### config.mk
export PLATFORM = sky130hd
export DESIGN_NAME = hnf_link_txreq_arb
export DESIGN_NICKNAME = d
export VERILOG_FILES = /design/src/rtl/hnf_link_txreq_arb.sv
export SDC_FILE = /design/constraint.sdc
export NUM_CORES = 1
export LEC_CHECK = 0
export ABC_AREA = 1
export CAP_MARGIN = 25
export CORE_AREA = 2 2 309 311
export CTS_CLUSTER_SIZE = 25
export DETAILED_ROUTE_END_ITERATION = 8
export DIE_AREA = 0 0 311 313
export GPL_TIMING_DRIVEN = 0
export SYNTH_ARGS = -nofsm -noshare
export SYNTH_HDL_FRONTEND = slang
export SYNTH_SLANG_ARGS = --single-unit
### constraint.sdc
create_clock -name clk -period 8.39 [get_ports clk]
set_input_delay 1.678 -clock clk [delete_from_list [all_inputs] [get_ports clk]]
set_output_delay 1.678 -clock clk [all_outputs]
set_load 0.05 [all_outputs]
### src/rtl/hnf_link_txreq_arb.sv
// hnf_link_txreq_arb
// ------------------
// HN-F TXREQ link transmitter. Arbitrates NUM_SRC request sources with a
// two-class QoS priority and round-robin fairness, tracks CHI L-credits in a
// saturating counter, and drives the registered TXREQ flit interface. On link
// deactivation every held credit is handed back as an all-zero ReqLCrdReturn
// flit before link_drained is raised.
//
// Handshake: a source asserts src_valid[i] with src_flit/src_qos stable and
// holds them until src_won[i] is seen high in the same cycle; the grant is
// the transfer (no separate ready). A source may withdraw without a grant.
// The link side is credit based: txreq_lcrdv gives one credit per cycle and
// each txreqflitv consumes one.
//
// Ports:
//   clk, rst          clock, synchronous active-high reset
//   txreq_lcrdv       one L-credit granted by the link this cycle
//   link_en           1 = run link, 0 = deactivate
//   src_valid         per-source request
//   src_qos           per-source QoS, source i at [i*QOS_WIDTH +: QOS_WIDTH]
//   src_flit          per-source flit, source i at [i*FLIT_WIDTH +: FLIT_WIDTH]
//   src_won           one-hot grant, combinational
//   txreqflitv        registered flit valid
//   txreqflit         registered flit
//   txreqflitpend     tied high
//   txreq_crd_cnt     current credit count
//   link_drained      registered, high while in IDLE
//   crd_ovf_err       sticky credit-overflow error
//   dbg_state         current FSM state (0 IDLE, 1 ACTIVE, 2 RETURN)

`ifndef CHIE_REQ_FLIT_WIDTH
`define CHIE_REQ_FLIT_WIDTH 151
`endif

module hnf_link_txreq_arb #(
  parameter int                   NUM_SRC       = 4,
  parameter int                   FLIT_WIDTH    = `CHIE_REQ_FLIT_WIDTH,
  parameter int                   QOS_WIDTH     = 4,
  parameter logic [QOS_WIDTH-1:0] QOS_HI_THRESH = 4'd12,
  parameter int                   LCRD_MAX      = 15,
  parameter int                   CNT_WIDTH     = 4
) (
  input  logic                          clk,
  input  logic                          rst,
  input  logic                          txreq_lcrdv,
  input  logic                          link_en,
  input  logic [NUM_SRC-1:0]            src_valid,
  input  logic [NUM_SRC*QOS_WIDTH-1:0]  src_qos,
  input  logic [NUM_SRC*FLIT_WIDTH-1:0] src_flit,
  output logic [NUM_SRC-1:0]            src_won,
  output logic                          txreqflitv,
  output logic [FLIT_WIDTH-1:0]         txreqflit,
  output logic                          txreqflitpend,
  output logic [CNT_WIDTH-1:0]          txreq_crd_cnt,
  output logic                          link_drained,
  output logic                          crd_ovf_err,
  output logic [1:0]                    dbg_state
);

  localparam int PTR_W = (NUM_SRC > 1) ? $clog2(NUM_SRC) : 1;

  typedef enum logic [1:0] {
    ST_IDLE   = 2'd0,
    ST_ACTIVE = 2'd1,
    ST_RETURN = 2'd2
  } state_t;

  state_t               state, state_next;
  logic [PTR_W-1:0]     rr_ptr;
  logic                 crd_avail;
  logic                 arb_en;
  logic [NUM_SRC-1:0]   hi_req;
  logic [NUM_SRC-1:0]   compete;
  logic [NUM_SRC-1:0]   grant;
  logic [PTR_W-1:0]     grant_idx;
  logic [PTR_W-1:0]     cand;
  logic                 found;
  logic [FLIT_WIDTH-1:0] sel_flit;
  logic                 send_req;
  logic                 send_ret;
  logic                 sent;

  assign txreqflitpend = 1'b1;
  assign dbg_state     = state;

  // A credit arriving this cycle can be spent in the same cycle.
  assign crd_avail = (txreq_crd_cnt != '0) | txreq_lcrdv;
  assign arb_en    = (state == ST_ACTIVE) & crd_avail;

  // QoS class split, then round-robin search starting at rr_ptr.
  always_comb begin
    hi_req    = '0;
    compete   = '0;
    grant     = '0;
    grant_idx = '0;
    cand      = '0;
    found     = 1'b0;
    for (int i = 0; i < NUM_SRC; i++) begin
      hi_req[i] = src_valid[i] &
                  (src_qos[i*QOS_WIDTH +: QOS_WIDTH] >= QOS_HI_THRESH);
    end
    compete = (|hi_req) ? hi_req : src_valid;
    if (arb_en) begin
      for (int off = 0; off < NUM_SRC; off++) begin
        cand = PTR_W'((int'(rr_ptr) + off) % NUM_SRC);
        if (!found && compete[cand]) begin
          grant[cand] = 1'b1;
          grant_idx   = cand;
          found       = 1'b1;
        end
      end
    end
  end

  assign src_won = grant;

  always_comb begin
    sel_flit = '0;
    for (int i = 0; i < NUM_SRC; i++) begin
      if (grant[i]) sel_flit = src_flit[i*FLIT_WIDTH +: FLIT_WIDTH];
    end
  end

  assign send_req = found;
  assign send_ret = (state == ST_RETURN) & crd_avail;
  assign sent     = send_req | send_ret;

  // Next-state logic. RETURN only exits once nothing is held and nothing
  // is arriving, so a late credit is still handed back.
  always_comb begin
    state_next = state;
    case (state)
      ST_IDLE:   if (link_en) state_next = ST_ACTIVE;
      ST_ACTIVE: if (!link_en) state_next = ST_RETURN;
      ST_RETURN: if ((txreq_crd_cnt == '0) && !txreq_lcrdv) state_next = ST_IDLE;
      default:   state_next = ST_IDLE;
    endcase
  end

  always_ff @(posedge clk) begin
    if (rst) begin
      state        <= ST_IDLE;
      rr_ptr       <= '0;
      txreqflitv   <= 1'b0;
      txreqflit    <= '0;
      txreq_crd_cnt <= '0;
      link_drained <= 1'b1;
      crd_ovf_err  <= 1'b0;
    end else begin
      state        <= state_next;
      link_drained <= (state_next == ST_IDLE);

      if (send_req) begin
        rr_ptr <= (grant_idx == PTR_W'(NUM_SRC - 1)) ? '0 : grant_idx + PTR_W'(1);
      end

      txreqflitv <= sent;
      if (send_req) begin
        txreqflit <= sel_flit;
      end else if (send_ret) begin
        txreqflit <= '0;
      end

      // Credit in and credit out in the same cycle cancel.
      if (txreq_lcrdv && !sent) begin
        if (txreq_crd_cnt == CNT_WIDTH'(LCRD_MAX)) begin
          crd_ovf_err <= 1'b1;
        end else begin
          txreq_crd_cnt <= txreq_crd_cnt + CNT_WIDTH'(1);
        end
      end else if (sent && !txreq_lcrdv) begin
        txreq_crd_cnt <= txreq_crd_cnt - CNT_WIDTH'(1);
      end
    end
  end

endmodule

Word-level counts from Yosys, hierarchy flattened --
Index checks and enable logic that the tools add are counted.
Storage, ports and cells: register bits 162, word-level logic and storage cells 117, input bits 628, output and inout port bits 165
Operators by class: magnitude comparators 12, bitwise gates (word level) 11, reduce and logical (&&, ||, !) cells 24, eq/ne operators 5, mux-type cells 52, add/subtract/negate cells 6
Operator list (number):
- $mux 151 | 6
- $mux 4 | 12
- $mux 2 | 9
- $ge 4x4->1 const B | 4
- $mux 1 | 16
- $lt 2x3->1 const B | 4
- $or 4x4->4 | 3
- $logic_and 1x1->1 | 10
- $bmux 1 s2 | 4
- $demux 1 s2 | 4
- $ge 2x1->1 const B | 4
- $and 1x1->1 | 6
- $pmux 2 s3 | 1
- $logic_not 1->1 | 5
- $add 2x1->2 const B | 2
- $add 2x2->2 const B | 2
- $add 4x1->4 const B | 1
- $eq 2x2->1 const B | 2
- $eq 4x4->1 const B | 1
- $logic_not 2->1 | 2
- $logic_not 4->1 | 1
- $reduce_and 2->1 | 2
- $reduce_bool 2->1 | 2
- $reduce_bool 4->1 | 1
- other kinds (5) | 6

Longest topological paths before layout --
Gate-level depths: netlist of the first run.
word-level depth 25, mapped depth 20, gate-level depth less buffers 20

Worst setup path after synthesis of the first run --
OpenSTA, ideal clock, no wires.
path kind input-to-output, from input port src_qos[2], to output port src_won[2], buffers on the path 2, setup slack 3183 ps, cell stages on the path 15, data required time 6712 ps, arrival time 3529 ps, cells stage by stage nand3_2 -> nand2_2 -> nor2_4 -> nand2_1 -> nand3_1 -> nand2_1 -> o21ai_2 -> nand3_2 -> inv_2 -> nand2_1 -> nand2_2 -> nand2_2 -> buf_4 -> buf_4 -> inv_1
Between the ends: cells in the longest elaborated chain, start to end 20, elaborated cells on any way between the ends 35, those cells by class order compare: 1; mux: 23; bitwise: 4; reduce/logical: 7
Ends and longest elaborated chain:
- start: declaration | line 48 | input logic [NUM_SRC*QOS_WIDTH-1:0] src_qos,
- $ge 4x4->1 (*) | line 100 | (src_qos[i*QOS_WIDTH +: QOS_WIDTH] >= QOS_HI_THRESH);
- $and 1x1->1 (*) | line 99 | hi_req[i] = src_valid[i] &
- $reduce_or 4->1 | line 102 | compete = (|hi_req) ? hi_req : src_valid;
- $mux 4 (*) | line 102
- $bmux 1 s2 | line 106 | if (!found && compete[cand]) begin
- $mux 1 (implied by the code) | line 106
- $mux 1 | line 106
- $mux 1 | line 103 | if (arb_en) begin
- (+4 left out)
- $logic_not 1->1 | line 106
- $logic_and 1x1->1 | line 106
- $mux 1 | line 106
- $mux 1 | line 103
- $logic_not 1->1 | line 106
- $logic_and 1x1->1 | line 106
- $mux 4 (*) | line 106
- $mux 4 (*) | line 103
- end: declaration | line 50 | output logic [NUM_SRC-1:0] src_won,
Mark *: on every way between the ends. The rest lies on a longest branch, timed or not. The select of a mux whose other input is x is not followed.

Final worst setup path of the first run --
from input port src_valid[3], to output port src_won[2]
Between the ends: cells in the longest elaborated chain, start to end 19, elaborated cells on any way between the ends 34, those cells by class mux: 23; bitwise: 4; reduce/logical: 7
Ends and longest elaborated chain:
- start: declaration | line 47 | input logic [NUM_SRC-1:0] src_valid,
- $and 1x1->1 | line 99
- $reduce_or 4->1 | line 102
- $mux 4 (*) | line 102
- $bmux 1 s2 | line 106
- $mux 1 (implied by the code) | line 106
- $mux 1 | line 106
- $mux 1 | line 103
- $logic_not 1->1 | line 106
- (+3 left out)
- $logic_not 1->1 | line 106
- $logic_and 1x1->1 | line 106
- $mux 1 | line 106
- $mux 1 | line 103
- $logic_not 1->1 | line 106
- $logic_and 1x1->1 | line 106
- $mux 4 (*) | line 106
- $mux 4 (*) | line 103
Marked as above.

==> summary.txt, run 1 <==
Clock network
  • Post-CTS Setup Inserts: 0
  • H-tree Lvls: 4
  • Clock buffers created by TritonCTS: 17
  • Number of sinks handled by clock tree synthesis: 162
  • Number of resized instances in the post-cts repair step: 0
  • TritonCTS clock tree: yes
  • Root buffer cell: sky130_fd_sc_hd__clkbuf_16
  • Clock Pin Slew Worst Setup and Hold Paths: 0.07 ns
  • Count of hold-fix buffers inserted at cts: 0
  • Maximum buffer depth of the clock tree: 2
  • Skew-Pair Late Insertion Delay: 0.50 ns

GRT
  • Initial antenna violation count: 16
  • Vias in the first global route: approximately 18000
  • Congestion Overflow GR: 0
  • Total global-route track usage: 0.1893
  • Pin count of the biggest net entering global routing: 17
  • First-pass GRT wire length: 132.7 mm

Drt
  • Number of DRC markers after the initial detailed-route iteration: roughly 1400
  • DRC Markers: 0
  • Routed Antenna Nets: 0
  • Via count: 18880
  • Vias/cell: roughly 4.3
  • Number of iterations in the first detailed-routing pass: 6
  • Wire length per cell after detailed routing: 21.55 um
  • Detailed-route wire length: 95.48 mm

Worst hold path
  • Worst hold endpoint: txreqflit[9]$_SDFFE_PP0P_
  • Count of cells along the worst hold path: 2
  • Hold Crit Class: flop to flop
  • Hold wc startpoint: txreqflit[9]$_SDFFE_PP0P_

Die
  • Full die area: 97340 um2
  • Effective utilization at floorplan: 0.1453
  • Number of placed I/O pins: 793
  • Standard-cell row count: 113
  • Die Wd: 311 um
  • Placeable core region: 94160 um2
  • Die height: 313 um

Placement
  • Port Buffer Count: 783
  • Placed Instances: 4393
  • Weighted congestion reported at the end of routability-driven placement: ~0.96
  • HPWL after detailed placement: a little under 80 mm
  • Area of placed instances: 23140 um2

Layout
  • Nets: 3785
  • Total area of multi-input combinational cells: 8761 um2
  • Final cell utilization of the core: 0.2520
  • Fillers: 10720
  • Non-filler instance count after layout: about 4400
  • Storage element area: 3243 um2
  • Synth-to-Final Area Change: 73.43%
  • Area of all placed cells without fillers: 23730 um2
  • Fraction of final layout cells sized beyond drive strength 1: 0.05696

Outcome
  • Result of the run: finished clean

Power and ir drop
  • Fraction of power consumed by sequential logic: 0.219
  • Switching Fraction: 0.5042
  • Share of power burned in combinational logic: 0.600
  • Clock share of power: 0.180
  • Leakage power: roughly 10 nW
  • Power dissipated by switching net loads: 0.002346 W
  • Overall power: roughly 0.0047 W
  • PD cells: 196.1 nW/um2
  • Internal power: 0.002307 W
  • Peak supply drop: 150.7 uV

STA
  • Pin slew with the least headroom to its limit: 0.8386 ns
  • Post-Route Setup TNS: 0 ns
  • Max-slew violation count: 0
  • Final worst path period need: 7.384 ns
  • Maximum clock skew at final layout: 0.01618 ns
  • Setup repair after global routing missed its margin: no
  • Final hold viol count: 0
  • Max Clock Freq: 135.4 MHz
  • Headroom to the max-slew limit: 0.4392
  • Final setup violation count: 0
  • Final cycle utilization of the critical path: 0.8801

Critical path
  • Register-to-Register Path Depth: 18
  • Register-to-register setup slack: about 4.5 ns
  • Sort of element at the end of the critical path: primary output
  • Worst Path Arrival: 5.71 ns
  • Critical Path Source Type: input pin
  • Crit-path max FO: 10
  • Startpoint of the most critical register-to-register path: rr_ptr[0]$_SDFFE_PP0P_
  • Worst Path Required: 6.71 ns
  • Crit Reg-Reg Endpoint: txreqflit[122]$_SDFFE_PP0P_
  • WS Path Type: input pin to primary output

Logic synthesis
  • Number of enable flip-flop cells after synthesis: 0
  • Synthesized instance count: 2343
  • Post-synthesis instance area: 13680 um2
  • Number of different library cells in the post-synthesis netlist: 36
  • Synthesized net count: 2981
  • Most area-consuming cells after synthesis: sky130_fd_sc_hd__dfxtp_1, sky130_fd_sc_hd__nand2_1, sky130_fd_sc_hd__nand3_1
  • Warnings from Yosys: 0
  • Per-instance average area after synthesis: 5.839 um2
  • Most frequently used cell type in the post-synthesis netlist: sky130_fd_sc_hd__nand2_1
  • Top cells by count, synth: sky130_fd_sc_hd__nand2_1, sky130_fd_sc_hd__nand3_1, sky130_fd_sc_hd__inv_1, sky130_fd_sc_hd__dfxtp_1, sky130_fd_sc_hd__a21oi_1
  • Synth Flop Type: sky130_fd_sc_hd__dfxtp_1
  • Sequential element share of the synthesized area: 0.2370
  • #FFs+latches synth: 162
  • Async S/R FF share, synth: 0
  • Most area-hungry cell type in the Yosys netlist: sky130_fd_sc_hd__dfxtp_1
  • Area fraction of the dominant cell type after synthesis: 0.2370

Flow run
  • Number of maximum-capacitance violations: 0
==> layout make-up <==
type / count / share of cell area
Multi-Input combinational cell: 1803 / 0.3692
Timing Repair Buffer: 785 / 0.3316
Sequential cell: 162 / 0.1367
Tap cell: 1265 / 0.06670
Buffer: 198 / 0.04250
Inverter: 180 / 0.02847
Clock buffer: 21 / 0.01898
Clock inverter: 11 / 0.005378
Antenna cell: 5 / 0.0005273
==> how the worst max path moves through the flow <==
stage               cells after the start    startpoint    endpoint
detailed placement                     18  src_valid[3]  src_won[2]
global placement                       18  src_valid[3]  src_won[2]
finish                                 18  src_valid[3]  src_won[2]
global route                           18  src_valid[3]  src_won[2]
floorplan                              15    src_qos[2]  src_won[2]
CTS                                    18  src_valid[3]  src_won[2]
==> routing by layer <==
metal	part of all wire	track usage	vias to the layer above
li1	-	-	9153
met1	0.41	0.2242	8734
met2	0.49	0.3272	877
met3	0.070	0.04797	113
met4	0.035	0.07389	6
met5	0.00043	0	-
==> state kept, by name (all words and copies together), names as in the netlist <==
signal and flops:
txreqflit 151, txreq_crd_cnt 4, dbg_state 2, rr_ptr 2
crd_ovf_err 1, link_drained 1, txreqflitv 1
==> through the flow <==
stage | worst slack, ns | hold WS (ns)
after floorplan | 3.183 | 0.6293
final | 1.006 | 0.4638
after detailed placement | 0.9272 | 0.4549
after global routing | 0.7757 | 0.4794
after CTS | 0.9157 | 0.4662
after global placement | 0.9816 | 0.4517
==> cell families (layout without fill, tap and decap cells) <==
family,Yosys count,count (layout),synth area share
buffers and inverters,378,1195,0.1226
xor gates and xnor gates,3,3,0.001921
AOI/OAI and AO/OA,176,176,0.06566
other,1,6,0.0002741
DFF,162,162,0.2370
adders and majority gates,10,10,0.009694
and+or+nand+nor,1613,1613,0.5628
==> worst max-delay path, cell delays in order <==
cell and delay (ns):
sky130_fd_sc_hd__clkdlybuf4s50_1 0.52, sky130_fd_sc_hd__nand3_2 0.17, sky130_fd_sc_hd__nand2_2 0.13, sky130_fd_sc_hd__nor2_4 0.05, sky130_fd_sc_hd__nand2_1 0.08, sky130_fd_sc_hd__nand3_1 0.10, sky130_fd_sc_hd__nand3_1 0.15, sky130_fd_sc_hd__nand2_2 0.13
sky130_fd_sc_hd__nor2_4 0.15, sky130_fd_sc_hd__nand3_2 0.12, sky130_fd_sc_hd__inv_2 0.09, sky130_fd_sc_hd__nand2_1 0.06, sky130_fd_sc_hd__nand2_2 0.32, sky130_fd_sc_hd__nand2_2 0.36, sky130_fd_sc_hd__buf_4 0.36, sky130_fd_sc_hd__buf_4 0.23
sky130_fd_sc_hd__inv_1 0.06, sky130_fd_sc_hd__clkdlybuf4s50_1 0.91
==> cells in the final DEF (no fill, tap or decap), types with 4 or more instances in the layout <==
master                            instances
sky130_fd_sc_hd__o21ai_1                  4
sky130_fd_sc_hd__buf_4                   12
sky130_fd_sc_hd__clkbuf_1               100
sky130_fd_sc_hd__nand2_1                788
sky130_fd_sc_hd__diode_2                  5
sky130_fd_sc_hd__buf_2                   57
sky130_fd_sc_hd__clkdlybuf4s50_1        783
sky130_fd_sc_hd__o21ai_0                  7
sky130_fd_sc_hd__dfxtp_1                162
sky130_fd_sc_hd__nand3_2                  6
sky130_fd_sc_hd__or2_1                   38
sky130_fd_sc_hd__nand2_2                  9
sky130_fd_sc_hd__a21oi_1                159
sky130_fd_sc_hd__or2_0                   82
sky130_fd_sc_hd__or2_2                   31
sky130_fd_sc_hd__inv_1                  175
sky130_fd_sc_hd__nand3b_1               151
sky130_fd_sc_hd__clkinv_4                 4
sky130_fd_sc_hd__inv_2                    5
sky130_fd_sc_hd__ha_1                     9
sky130_fd_sc_hd__buf_1                    8
sky130_fd_sc_hd__clkbuf_2                 5
sky130_fd_sc_hd__nor2_1                  16
sky130_fd_sc_hd__clkbuf_16               17
sky130_fd_sc_hd__nand3_1                483
sky130_fd_sc_hd__buf_6                   19
==> power groups by stage <==
stage               Sequential [W]  Combinational [W]  Clock, W
detailed placement         0.00104            0.00281         0
floorplan                  0.00156            0.00101         0
global placement           0.00103            0.00280         0
finish                     0.00102            0.00279  0.000839
global route               0.00104            0.00299  0.000904
CTS                        0.00102            0.00282  0.000879
Note: power is estimated with default switching activity, not from simulation.
==> run 2: changes to the inputs <==
--- a/config.mk
+++ b/config.mk
@@ -12,6 +12,7 @@
 export DETAILED_ROUTE_END_ITERATION = 8
 export DIE_AREA = 0 0 311 313
 export GPL_TIMING_DRIVEN = 0
+export RECOVER_POWER = 100
 export SYNTH_ARGS = -nofsm -noshare
 export SYNTH_HDL_FRONTEND = slang
 export SYNTH_SLANG_ARGS = --single-unit
==> summary.txt, run 2 (synthesized netlist as in run 1, its figures left out) <==
Outcome
  • Result of the run: finished with violations
  • Failing checks: max-capacitance violations, max-slew violations

Clock network
  • H-tree Lvls: 4 (unchanged)
  • Count of hold-fix buffers inserted at cts: 0 (unchanged)
  • Post-CTS Setup Inserts: 0 (unchanged)
  • TritonCTS clock tree: yes
  • Clock Pin Slew Worst Setup and Hold Paths: 0.07 ns (about the same)
  • Number of sinks handled by clock tree synthesis: 162 (unchanged)
  • Number of resized instances in the post-cts repair step: 0 (unchanged)
  • Root buffer cell: sky130_fd_sc_hd__clkbuf_16
  • Skew-Pair Late Insertion Delay: 0.50 ns (about the same)
  • Maximum buffer depth of the clock tree: 2 (unchanged)
  • Clock buffers created by TritonCTS: 17 (unchanged)

STA
  • Final setup violation count: 0 (unchanged)
  • Final cycle utilization of the critical path: 0.9229 (+0.04289)
  • Crit path setup slack, layout: 0.6465 ns (-0.3598 ns)
  • Pin slew with the least headroom to its limit: 1.532 ns (+0.6933 ns)
  • Maximum clock skew at final layout: 0.01472 ns (-0.001463 ns)
  • Max-slew violation count: 22 (+22)
  • Final worst path period need: 7.743 ns (+0.3598 ns)
  • Final hold viol count: 0 (unchanged)
  • Max Clock Freq: 129.1 MHz (-4.6%)
  • Post-Route Setup TNS: 0 ns (unchanged)
  • Setup repair after global routing missed its margin: no
  • Headroom to the max-slew limit: -0.02130 (-0.4605)

Critical path
  • Crit Reg-Reg Endpoint: txreqflit[103]$_SDFFE_PP0P_
  • Critical Path Source Type: input pin
  • Register-to-register setup slack: 3.51 ns (-1.00 ns)
  • Startpoint of the most critical register-to-register path: rr_ptr[0]$_SDFFE_PP0P_
  • Worst Path Arrival: 6.07 ns (+0.36 ns)
  • Worst Path Required: 6.71 ns (about the same)
  • WS Path Type: input pin to primary output
  • Crit-path max FO: 10 (unchanged)
  • Register-to-Register Path Depth: 15 (-3)
  • Sort of element at the end of the critical path: primary output

Placement
  • Weighted congestion reported at the end of routability-driven placement: 0.9570 (unchanged)
  • Placement Setup Slack: 0.9272 ns (unchanged)
  • Port Buffer Count: 783 (unchanged)
  • HPWL after detailed placement: 78.99 mm (unchanged)
  • Area of placed instances: 23140 um2 (unchanged)

Die
  • Standard-cell row count: 113 (unchanged)
  • Effective utilization at floorplan: 0.1453 (unchanged)
  • Die height: 313 um (unchanged)
  • Number of placed I/O pins: 793 (unchanged)
  • Placeable core region: 94160 um2 (unchanged)
  • Die Wd: 311 um (unchanged)
  • Full die area: 97340 um2 (unchanged)

GRT
  • Congestion Overflow GR: 0 (unchanged)
  • Initial antenna violation count: 17 (+1)
  • Vias in the first global route: 18340 (unchanged)
  • First-pass GRT wire length: 132.7 mm (unchanged)
  • Total global-route track usage: 0.1893 (unchanged)
  • Pin count of the biggest net entering global routing: 17 (unchanged)

Drt
  • Detailed-route wire length: 95.50 mm (about the same)
  • DRC Markers: 0 (unchanged)
  • Via count: 18860 (-0.14%)
  • Vias/cell: 4.255 (-0.17%)
  • Routed Antenna Nets: 0 (unchanged)
  • Number of DRC markers after the initial detailed-route iteration: 1322 (-3.6%)
  • Number of iterations in the first detailed-routing pass: 6 (unchanged)
  • Wire length per cell after detailed routing: 21.55 um (about the same)

Power and ir drop
  • PD cells: 193.7 nW/um2 (-1.2%)
  • Overall power: 0.004588 W (-1.4%)
  • Leakage power: 10.49 nW (+4.6%)
  • Peak supply drop: 150.8 uV (+0.11%)

Worst hold path
  • Worst hold endpoint: txreqflit[47]$_SDFFE_PP0P_
  • Count of cells along the worst hold path: 2 (unchanged)
  • Hold wc startpoint: txreqflit[47]$_SDFFE_PP0P_
  • Hold Crit Class: flop to flop

Layout
  • Nets: 3785 (unchanged)
  • Register with the most flip-flops: txreqflit
  • Synth-to-Final Area Change: 73.11%
  • Regs by FF count: txreqflit: 151 flops, txreq_crd_cnt: 4 flops
  • Number of flip-flops in the largest register: 151 (unchanged)
  • Fraction of final layout cells sized beyond drive strength 1: 0.05095 (-0.006013)
  • Fillers: 10730 (+0.093%)
  • Commonest non-fill, non-tap cell in the layout: sky130_fd_sc_hd__nand2_1
  • Most frequent cells in the layout: sky130_fd_sc_hd__nand2_1, sky130_fd_sc_hd__clkdlybuf4s50_1, sky130_fd_sc_hd__nand3_1, sky130_fd_sc_hd__inv_1, sky130_fd_sc_hd__dlygate4sd3_1
  • Area of all placed cells without fillers: 23690 um2 (-0.18%)

Flow run
  • Number of maximum-capacitance violations: 2 (+2)
==> run 2: cell types whose count changed in the layout (fill, tap and decap cells not counted), moves of 2 or more <==
cell / delta
sky130_fd_sc_hd__clkdlybuf4s50_1: -165
sky130_fd_sc_hd__dlygate4sd3_1: +165
sky130_fd_sc_hd__clkbuf_1: +12
sky130_fd_sc_hd__buf_2: -10
sky130_fd_sc_hd__nand2_1: +2
sky130_fd_sc_hd__nand2_2: -2
sky130_fd_sc_hd__nor2_1: +2
sky130_fd_sc_hd__nor2_4: -2
==> run 2: metrics by stage <==
| stage | util | std cells | hold WS (ns) |
|---|---|---|---|
| after floorplan | - | 2343 | 0.6293 |
| after global placement | 0.2453 | 4391 | 0.4517 |
| after detailed placement | 0.2457 | 4393 | 0.4549 |
| after CTS | 0.2519 | 4425 | 0.4662 |
| after global routing | 0.2515 | 4429 | 0.4764 |
| final | 0.2515 | 4431 | 0.4602 |
==> run 2: power breakdown <==
part           total, W  internal (W)  switching [W]
Combinational   0.00273      0.000872        0.00186
Clock          0.000842      0.000448       0.000394
Sequential      0.00101      0.000928      0.0000859
==> run 2: cell type report <==
cell class,instances,area [um2],share of cell area
antenna,6,15.01,0.0006339
buffer,198,991.0,0.04184
clock buffer,21,450.4,0.01902
clock inverter,11,127.6,0.005388
inverter,180,675.6,0.02853
multi-input combinational,1803,8732,0.3687
sequential,162,3243,0.1369
tap,1265,1583,0.06683
timing repair buffer,785,7868,0.3322
==> run 2: how the worst max path moves through the flow <==
stage / start / to / slack (ns) / cells after the start
after floorplan: src_qos[2] / src_won[2] / 3.18 / 15
after global placement: src_valid[3] / src_won[2] / 0.98 / 18
after CTS: src_valid[3] / src_won[2] / 0.92 / 18
after detailed placement: src_valid[3] / src_won[2] / 0.93 / 18
after global routing: src_valid[3] / src_won[2] / 0.39 / 18
final: src_valid[3] / src_won[2] / 0.65 / 18
==> run 2: per-layer routing <==
| layer | wire (um) | track usage | up-vias | share of wire |
|---|---|---|---|---|
| li1 | - | - | 9148 | - |
| met1 | 38890 | 0.2242 | 8732 | 0.41 |
| met2 | 46260 | 0.3272 | 846 | 0.48 |
| met3 | 6840 | 0.04797 | 124 | 0.072 |
| met4 | 3460 | 0.07389 | 6 | 0.036 |
| met5 | 41 | 0 | - | 0.00043 |
==> run 2: worst max-delay path, cell delays in order <==
cell and delay [ns]:
sky130_fd_sc_hd__dlygate4sd3_1 0.58, sky130_fd_sc_hd__nand3_1 0.22, sky130_fd_sc_hd__nand2_1 0.15, sky130_fd_sc_hd__nor2_1 0.10
sky130_fd_sc_hd__nand2_1 0.10, sky130_fd_sc_hd__nand3_1 0.10, sky130_fd_sc_hd__nand3_1 0.13, sky130_fd_sc_hd__nand2_1 0.15
sky130_fd_sc_hd__nor2_1 0.24, sky130_fd_sc_hd__nand3_2 0.15, sky130_fd_sc_hd__inv_2 0.10, sky130_fd_sc_hd__nand2_1 0.06
sky130_fd_sc_hd__nand2_2 0.33, sky130_fd_sc_hd__nand2_2 0.36, sky130_fd_sc_hd__buf_4 0.36, sky130_fd_sc_hd__buf_4 0.23
sky130_fd_sc_hd__inv_1 0.06, sky130_fd_sc_hd__clkdlybuf4s50_1 0.91
